--- src/rtl/bit_serializer_pkg.sv ---
// Shared types and helpers for the bit_serializer slice.
// Optional feature macro: SERIALIZER_PARITY_EN (adds an even-parity trailer bit).
package bit_serializer_pkg;

    typedef enum logic [1:0] {
        ST_IDLE   = 2'd0,
        ST_SHIFT  = 2'd1,
        ST_PARITY = 2'd2
    } state_e;

    // Legacy-style state constants used by the FSM register.
    localparam logic [1:0] IDLE   = ST_IDLE;
    localparam logic [1:0] SHIFT  = ST_SHIFT;
    localparam logic [1:0] PARITY = ST_PARITY;

    // Bit-counter width for a given word width (never below one bit).
    function automatic int unsigned cnt_w(input int unsigned width);
        return (width < 2) ? 1 : $clog2(width);
    endfunction

endpackage

--- src/rtl/ser_bit_counter.sv ---
// Loadable down-counter for the serializer; flags when the count has reached zero.
// Optional feature macro: SERIALIZER_PARITY_EN (selects the load value in the parent).
module ser_bit_counter
    import bit_serializer_pkg::*;
#(
    parameter int unsigned WIDTH    = 8,
    parameter int unsigned LOAD_VAL = WIDTH - 1
) (
    input  logic clock,
    input  logic reset,
    input  logic load,
    input  logic en,
    output logic last
);

    localparam int unsigned CNT_W = cnt_w(WIDTH);

    logic [CNT_W-1:0] count;

    // Load on frame start, count down while enabled, hold at zero.
    always_ff @(posedge clock) begin
        if (!reset) begin
            count <= '0;
        end else if (load) begin
            count <= CNT_W'(LOAD_VAL);
        end else if (en && (count != '0)) begin
            count <= count - CNT_W'(1);
        end
    end

    assign last = (count == '0);

endmodule

--- src/rtl/bit_serializer.sv ---
// Parallel-to-serial front end: accepts a word on valid/ready and shifts it out
// MSB first with a ser_valid qualifier and a frame_done pulse on the final bit.
// Optional feature macro: SERIALIZER_PARITY_EN (appends an even-parity bit; frame_done
// then marks the parity cycle).
module bit_serializer
    import bit_serializer_pkg::*;
#(
    parameter int unsigned WIDTH      = 8,
    parameter logic        IDLE_LEVEL = 1'b0
) (
    input  logic             clock,
    input  logic             reset,
    input  logic [WIDTH-1:0] data_in,
    input  logic             data_valid,
    output logic             data_ready,
    output logic             ser_out,
    output logic             ser_valid,
    output logic             frame_done
);

    // With parity the counter tracks the last data bit (then PARITY follows);
    // without it the counter tracks the penultimate bit so frame_done can be
    // registered one edge ahead and then used to close the frame.
`ifdef SERIALIZER_PARITY_EN
    localparam int unsigned LOAD_VAL = WIDTH - 1;
`else
    localparam int unsigned LOAD_VAL = WIDTH - 2;
`endif

    logic [1:0]       state;
    logic [1:0]       state_d;
    logic [WIDTH-1:0] sreg;
    logic [WIDTH-1:0] sreg_d;
    logic             ser_out_d;
    logic             ser_valid_d;
    logic             frame_done_d;
    logic             cnt_load;
    logic             cnt_en;
    logic             cnt_last;

    ser_bit_counter #(
        .WIDTH    (WIDTH),
        .LOAD_VAL (LOAD_VAL)
    ) u_counter (
        .clock (clock),
        .reset (reset),
        .load  (cnt_load),
        .en    (cnt_en),
        .last  (cnt_last)
    );

    assign data_ready = (state == IDLE) & reset;

`ifdef SERIALIZER_PARITY_EN
    logic par_q;

    // Capture the even parity of the word at transfer time.
    always_ff @(posedge clock) begin
        if (!reset) begin
            par_q <= 1'b0;
        end else if (cnt_load) begin
            par_q <= ^data_in;
        end
    end
`endif

    // Next-state and next-output decode.
    always_comb begin
        state_d      = state;
        sreg_d       = sreg;
        ser_out_d    = IDLE_LEVEL;
        ser_valid_d  = 1'b0;
        frame_done_d = 1'b0;
        cnt_load     = 1'b0;
        cnt_en       = 1'b0;

        case (state)
            IDLE: begin
                if (data_valid) begin
                    state_d     = SHIFT;
                    sreg_d      = {data_in[WIDTH-2:0], 1'b0};
                    ser_out_d   = data_in[WIDTH-1];
                    ser_valid_d = 1'b1;
                    cnt_load    = 1'b1;
                end
            end
            SHIFT: begin
`ifdef SERIALIZER_PARITY_EN
                if (cnt_last) begin
                    state_d      = PARITY;
                    ser_out_d    = par_q;
                    ser_valid_d  = 1'b1;
                    frame_done_d = 1'b1;
                end else begin
                    sreg_d      = {sreg[WIDTH-2:0], 1'b0};
                    ser_out_d   = sreg[WIDTH-1];
                    ser_valid_d = 1'b1;
                    cnt_en      = 1'b1;
                end
`else
                if (frame_done) begin
                    state_d = IDLE;
                end else begin
                    sreg_d      = {sreg[WIDTH-2:0], 1'b0};
                    ser_out_d   = sreg[WIDTH-1];
                    ser_valid_d = 1'b1;
                    if (cnt_last) begin
                        frame_done_d = 1'b1;
                    end else begin
                        cnt_en = 1'b1;
                    end
                end
`endif
            end
`ifdef SERIALIZER_PARITY_EN
            PARITY: begin
                state_d = IDLE;
            end
`endif
            default: begin
                state_d = IDLE;
            end
        endcase
    end

    // State, shift register and registered outputs.
    always_ff @(posedge clock) begin
        if (!reset) begin
            state      <= IDLE;
            sreg       <= '0;
            ser_out    <= IDLE_LEVEL;
            ser_valid  <= 1'b0;
            frame_done <= 1'b0;
        end else begin
            state      <= state_d;
            sreg       <= sreg_d;
            ser_out    <= ser_out_d;
            ser_valid  <= ser_valid_d;
            frame_done <= frame_done_d;
        end
    end

endmodule

--- config.mk ---
export PLATFORM = sky130hd
export DESIGN_NAME = bit_serializer
export DESIGN_NICKNAME = d
export VERILOG_FILES = /design/src/rtl/bit_serializer_pkg.sv /design/src/rtl/ser_bit_counter.sv /design/src/rtl/bit_serializer.sv
export SDC_FILE = /design/constraint.sdc
export NUM_CORES = 1
export LEC_CHECK = 0
export ABC_AREA = 1
export ABC_CLOCK_PERIOD_IN_PS = 1180
export BUFFER_PORTS_ARGS = -buffer_cell sky130_fd_sc_hd__buf_2
export CAP_MARGIN = 30
export CORE_ASPECT_RATIO = 1.75
export CORE_MARGIN = 2
export CORE_UTILIZATION = 27
export CTS_BUF_LIST = sky130_fd_sc_hd__clkbuf_8
export DETAILED_ROUTE_END_ITERATION = 8
export GPL_TIMING_DRIVEN = 0
export PLACE_DENSITY = 0.54
export SYNTH_ARGS = -nofsm -noshare
export SYNTH_HDL_FRONTEND = slang
export SYNTH_SLANG_ARGS = --single-unit
export TNS_END_PERCENT = 30
--- constraint.sdc ---
create_clock -name clock -period 1.18 [get_ports clock]
set_input_delay 0.059 -clock clock [delete_from_list [all_inputs] [get_ports clock]]
set_output_delay 0.059 -clock clock [all_outputs]
set_load 0.05 [all_outputs]
==> impl_results.md, run 1 <==
* Initial Util at 28.4%
* Post-synthesis sequential area ratio at 40.1%
* Vias in the first global route at 580
* Commonest non-fill, non-tap cells in the layout: 28 x nand2_1, 19 x nor2_1, 14 x buf_2, 12 x dfxtp_1, 7 x o21ai_0
* Slowest stage cell, crit path: dfxtp_1
* Via density at 4.38
* Leak pwr at 0.439 nW
* Register Area at 283 sq um
* Clock Sinks at 14
* CP Capture Type: primary output
* R2r startpoint: u_counter.count[1]$_SDFFE_PN0P_
* Setup tns final at 0 ns
* Worst hold start: data_in[7]
* Post-synthesis area per instance at 7.14 sq um
* Share of post-route cells with drive strength above 1 at 31.0%
* Root Buffer: clkbuf_8
* Worst setup SP type: register
* Tmin final at 1.10 ns
* Non-Filler Instances at 142
* N_diodes at 0
* DRC at 0
* Setup Skew at 0.000739 ns
* Total die area at 0.00303 sq mm
* DRT antenna net count at 0
* Post-Syn Instances at 98
* Syn Std Cell Area at 699 sq um
* Period utilization at 93.5%
* Fill cell count at 279
* Largest net degree at the start of global routing at 11
* Total grt overflow at 0
* Design Power at 1.33 mW
* Global-route wire length before repair at 2400 microns
* CTS tree: done
* Worst Hold End: ser_out$_SDFF_PN0_
* Final Util at 36.0%
* Area Growth Syn to Fin at 26.8%
* Critical path data arrival time at 1.04 ns
* NumNets Final at 130
* Post-DR wirelength/cell at 9.77 microns
* WP data required at 1.12 ns
* Outcome: complete, no violations
* Critical R2R Capture: u_counter.count[1]$_SDFFE_PN0P_
* Final WS setup at 0.0762 ns
* WHS at 0.0625 ns
* Syn Nets at 111
* Clock slew at reported path FFs at 0.06 ns
* Multi-input gate area at 374 sq um
* Clock Tree Buf Depth at 2
* Most common cell after layout, fill and taps aside: nand2_1
* Type of the most critical hold path: in -> reg
* Slew headroom at 83.6%
* Htree depth at 1
* Clk_lat worst skew at 0.25 ns
* Achievable Freq at 906 MHz
* Overall Global Routing Usage at 10.4%
* Seq cells post-synth at 14
* Placed Area at 803 sq um
* Dpl cells at 138
* Setup WS pre-CTS at -0.00121 ns
* Initial DRC Count at 13
* M1 GR Usage at 11.4%
* CTS Buf Count at 3
* Worst Hold Depth at 3
* Yosys cell types at 16
* Largest stage delay, worst path at 0.31 ns
* Die W at 42.5 microns
* Antenna violations before repair at 0
* GRT met3 Usage at 2.27%
* Slew Limit Fails at 0
* Design area at 887 sq um
* Die height at 71.3 microns
* Post-DP HPWL at 1060 microns
* Via Count at 622
* Met2 Track Usage GR at 17.8%
* Worst-path fanout max at 9
* VDD IR max at 0.000441 V
* WS Path Type: reg -> out
* YS warnings at 0
* Core footprint at 0.00246 sq mm
* Placer Congestion at 0.772
* Crit path cell chain: buf_6 > nor2_1 > clkbuf_4
* Reg2reg path depth at 9
* Worst-margin pin slew at 0.248 ns
* CTS Hold Bufs at 0
* Cell row count at 24
* Power Density at 1500 mW/mm^2
* R2R setup slack at 0.11 ns
* IO Port Bufs at 14
* DR pass1 iterations at 4
* Final Hold Vio Count at 0
* WL final at 1390 microns
* Max_cap viols at 0
* Top Usage Layer GRT: met2
* IO Pins at 15
* Final setup viols at 0
how the worst max path moves through the flow:
stage                                               start                         endpoint
after floorplan                     state[0]$_SDFFE_PN0P_                       data_ready
after global placement    u_counter.count[0]$_SDFFE_PP0P_  u_counter.count[1]$_SDFFE_PN0P_
after detailed placement  u_counter.count[0]$_SDFFE_PP0P_  u_counter.count[1]$_SDFFE_PN0P_
after CTS                 u_counter.count[0]$_SDFFE_PP0P_  u_counter.count[1]$_SDFFE_PN0P_
after global routing      u_counter.count[0]$_SDFFE_PP0P_  u_counter.count[2]$_SDFFE_PN0P_
final                               state[0]$_SDFFE_PN0P_                       data_ready
layer usage:
metal	vias to the layer above	share of wire, %
li1	338	-
met1	270	40
met2	10	55
met3	4	2.9
met4	0	2.5
met5	-	0
state kept, by name (all words and copies together) (netlist names):
register and flops:
sreg 7, ser_valid 1, frame_done 1, u_counter.count 3
ser_out 1, state 1
critical path, delay by kind of cell (launching register included):
family	cells	cell delay [ns]
buffers and inverters	2	0.38
flip-flops	1	0.31
AND/OR/NAND/NOR	1	0.11
power by group:
group          internal [mW]  switching (mW)
combinational          0.114           0.197
clock                  0.296           0.179
sequential             0.520          0.0250
total                  0.930           0.401
timing repair:
item,4_1_cts,5_1_grt
endpoints found under the setup margin,1,4
resized for setup,1,10
endpoints found under the hold margin,0,0
pin swaps,0,3
setup buffers,0,0
cell usage after synthesis:
library cell,instances,area share [%]
nand2_1,28,15
nor2_1,21,11
dfxtp_1,14,40
inv_1,9,4.8
o21ai_0,7,5.0
nand3_1,5,3.6
a21oi_1,2,1.4
ha_1,2,3.6
nand2_4,2,3.2
nor2_4,2,3.2
buf_2,1,0.71
buf_6,1,1.6
inv_6,1,1.3
inv_8,1,1.6
nand2_8,1,2.9
nor3_1,1,0.71
cells by family (layout without fill, tap and decap cells):
family	Yosys count	after routing	synth area share, %
compound gates	9	9	6.44
fa+ha+maj	2	2	3.58
buf+inv	13	31	10.0
flops	14	14	40.1
simple gates	60	60	39.9
area by class of cell:
class	instances	area share [%]
clock buffer	4	6.21
buffer	2	1.83
multi-input combinational	71	42.2
tap	26	3.67
inverter	11	6.06
sequential	14	31.9
timing repair buffer	14	8.18
Power figures use the tool's default switching activity.
==> run 2: changes to the inputs <==
ABC_CLOCK_PERIOD_IN_PS = 1300   (was 1180)
clock period = 1.3 ns   (was 1.18 ns; I/O delays follow)
==> impl_results.md, run 2 (synthesized netlist as in run 1, its figures left out) <==
* N_diodes at 0 (unchanged)
* Htree depth at 1 (unchanged)
* IO Port Bufs at 14 (unchanged)
* Clock Tree Buf Depth at 2 (unchanged)
* Via density at 4.44 (+1.3%)
* CTS Buf Count at 3 (unchanged)
* CP Capture Type: register
* Met2 WL at 735 microns (-3.3%)
* IO Pins at 15 (unchanged)
* WP data required at 1.44 ns (+0.32 ns)
* Post-Route M1 WL at 545 microns (-1.3%)
* Top Registers: sreg: 7 flops, u_counter.count: 3 flops
* Worst setup SP type: register
* Die W at 42.5 microns (unchanged)
* CP Buf/Inv Count at 2 (unchanged)
* Commonest non-fill, non-tap cells in the layout: 28 x nand2_1, 20 x nor2_1, 15 x buf_2, 13 x dfxtp_1, 9 x inv_1
* DRC at 0 (unchanged)
* Overall Global Routing Usage at 10.4% (unchanged)
* Achievable Freq at 877 MHz
* Global-route wire length before repair at 2400 microns (unchanged)
* Largest stage delay, worst path at 0.33 ns (+0.02 ns)
* Critical path data arrival time at 1.28 ns (+0.24 ns)
* Wire length on met3 at 43 microns (+7.5%)
* Highest metal used: met4
* Placer Congestion at 0.772 (unchanged)
* Vias in the first global route at 580 (unchanged)
* Fill cell count at 278 (-0.36%)
* Die height at 71.3 microns (unchanged)
* Initial Util at 28.4% (unchanged)
* Clock Sinks at 14 (unchanged)
* VDD IR max at 0.000399 V (-9.5%)
* Total grt overflow at 0 (unchanged)
* Most Frequent Cell on Critical Path: nor2_1
* Outcome: complete, no violations
* DRT antenna net count at 0 (unchanged)
* Non-Filler Instances at 142 (unchanged)
* Largest register FFs at 7 (unchanged)
* Post-DP HPWL at 1060 microns (unchanged)
* Crit path cell chain: inv_1 > ha_1 > inv_1 > nor2_2 > nor2_4 > nor2_1 > nor2_1 > nor2_1
* Slew Limit Fails at 0 (unchanged)
* Period utilization at 87.7%
* RSZ-0062 raised after global routing: no
* Most common cell after layout, fill and taps aside: nand2_1
* Leak pwr at 0.438 nW (about the same)
* Final setup viols at 0 (unchanged)
* Worst-path fanout max at 4 (-5)
* Reg2reg path depth at 8 (-1)
* Worst Hold Depth at 3 (unchanged)
* Largest net degree at the start of global routing at 11 (unchanged)
* CP delay by family, top: simple AND/OR/NAND/NOR gates
* Crit path depth at 8 (+5)
* Initial DRC Count at 7 (-6)
* CTS tree: done
* Top register by number of flip-flops: sreg
* Total die area at 0.00303 sq mm (unchanged)
* Final Hold Vio Count at 0 (unchanged)
* Max_cap viols at 0 (unchanged)
* Worst-margin pin slew at 0.248 ns (-0.000000715 ns)
* CTS Hold Bufs at 0 (unchanged)
* Clock slew at reported path FFs at 0.06 ns (about the same)
* NumNets Final at 130 (unchanged)
* Share of post-route cells with drive strength above 1 at 25.0% (-6.0 points)
* WS Path Type: reg -> reg
* Area Growth Syn to Fin at 23.1%
* Post-DR wirelength/cell at 9.57 microns (-2.1%)
* Tmin final at 1.14 ns
* Root Buffer: clkbuf_8
* Slew headroom at 83.6% (about the same)
* Cell row count at 24 (unchanged)
* Power Density at 1380 mW/mm^2 (-8.2%)
* WL final at 1360 microns (-2.1%)
* Slowest stage cell, crit path: dfxtp_1
* Dpl cells at 138 (unchanged)
* Post-CTS sizing at 0 (-1)
* Type of the most critical hold path: in -> reg
* Setup Buffers After CTS at 0 (unchanged)
* Core footprint at 0.00246 sq mm (unchanged)
* Antenna violations before repair at 0 (unchanged)
* Via Count at 630 (+1.3%)
* DR pass1 iterations at 4 (unchanged)
* Setup tns final at 0 ns (unchanged)
* Setup Skew at 0.000970 ns (+0.000231 ns)
* Clk_lat worst skew at 0.25 ns (about the same)
==> run 2: cell types whose count changed in the layout (fill, tap and decap cells not counted) <==
cell	before	now
inv_2	3	0
ha_4	1	0
dfxtp_1	12	13
ha_2	1	0
buf_2	14	15
dfxtp_2	2	1
inv_1	6	9
ha_1	0	2
nor2_1	19	20
clkbuf_4	1	0
nor2_4	3	2
==> run 2: per-layer routing <==
layer | global-route usage [%] | vias up
li1 | - | 338
met1 | 11.4 | 276
met2 | 17.8 | 12
met3 | 2.27 | 4
met4 | 6.25 | 0
met5 | 0 | -
==> run 2: layout make-up <==
cell class / instances / area [sq um] / area share [%]
Sequential cell: 14 / 282 / 32.7
Inverter: 11 / 53.8 / 6.25
Multi-Input combinational cell: 71 / 352 / 40.8
Timing Repair Buffer: 14 / 70.1 / 8.14
Clock buffer: 4 / 55.1 / 6.40
Tap cell: 26 / 32.5 / 3.78
Buffer: 2 / 16.3 / 1.89
==> run 2: path summary, 6_finish.rpt <==
check | startpoint | to | slack (ns)
max reg2reg | u_counter.count[0]$_SDFFE_PP0P_ | u_counter.count[1]$_SDFFE_PN0P_ | 0.16
max | u_counter.count[0]$_SDFFE_PP0P_ | u_counter.count[1]$_SDFFE_PN0P_ | 0.16
min reg2reg | u_counter.count[0]$_SDFFE_PP0P_ | u_counter.count[0]$_SDFFE_PP0P_ | 0.43
min | data_in[7] | ser_out$_SDFF_PN0_ | 0.07
==> run 2: worst reg2reg max path, stage by stage (launching register included) <==
cell and delay [ns]:
dfxtp_1 0.33, inv_1 0.07, ha_1 0.22, inv_1 0.07, nor2_2 0.04, nor2_4 0.11, nor2_1 0.05, nor2_1 0.09
nor2_1 0.05
==> run 2: report_power, final <==
| group | leakage, nW | switching, mW | internal [mW] |
|---|---|---|---|
| clock network | 0.0288 | 0.163 | 0.268 |
| registers | 0.116 | 0.0206 | 0.471 |
| logic | 0.293 | 0.171 | 0.0914 |
==> run 2: through the flow <==
| step | worst slack [ns] | utilization, % | hold WS [ns] | power (mW) | area [sq um] |
|---|---|---|---|---|---|
| after CTS | 0.102 | 34.9 | 0.0630 | 1.20 | 858 |
| after global placement | 0.138 | 32.6 | 0.325 | 0.762 | 803 |
| after detailed placement | 0.119 | 32.6 | 0.328 | 0.766 | 803 |
| final | 0.160 | 35.0 | 0.0689 | 1.19 | 861 |
| after floorplan | 0.143 | - | 0.213 | 0.703 | 701 |
| after global routing | 0.0149 | 35.0 | 0.0716 | 1.25 | 861 |
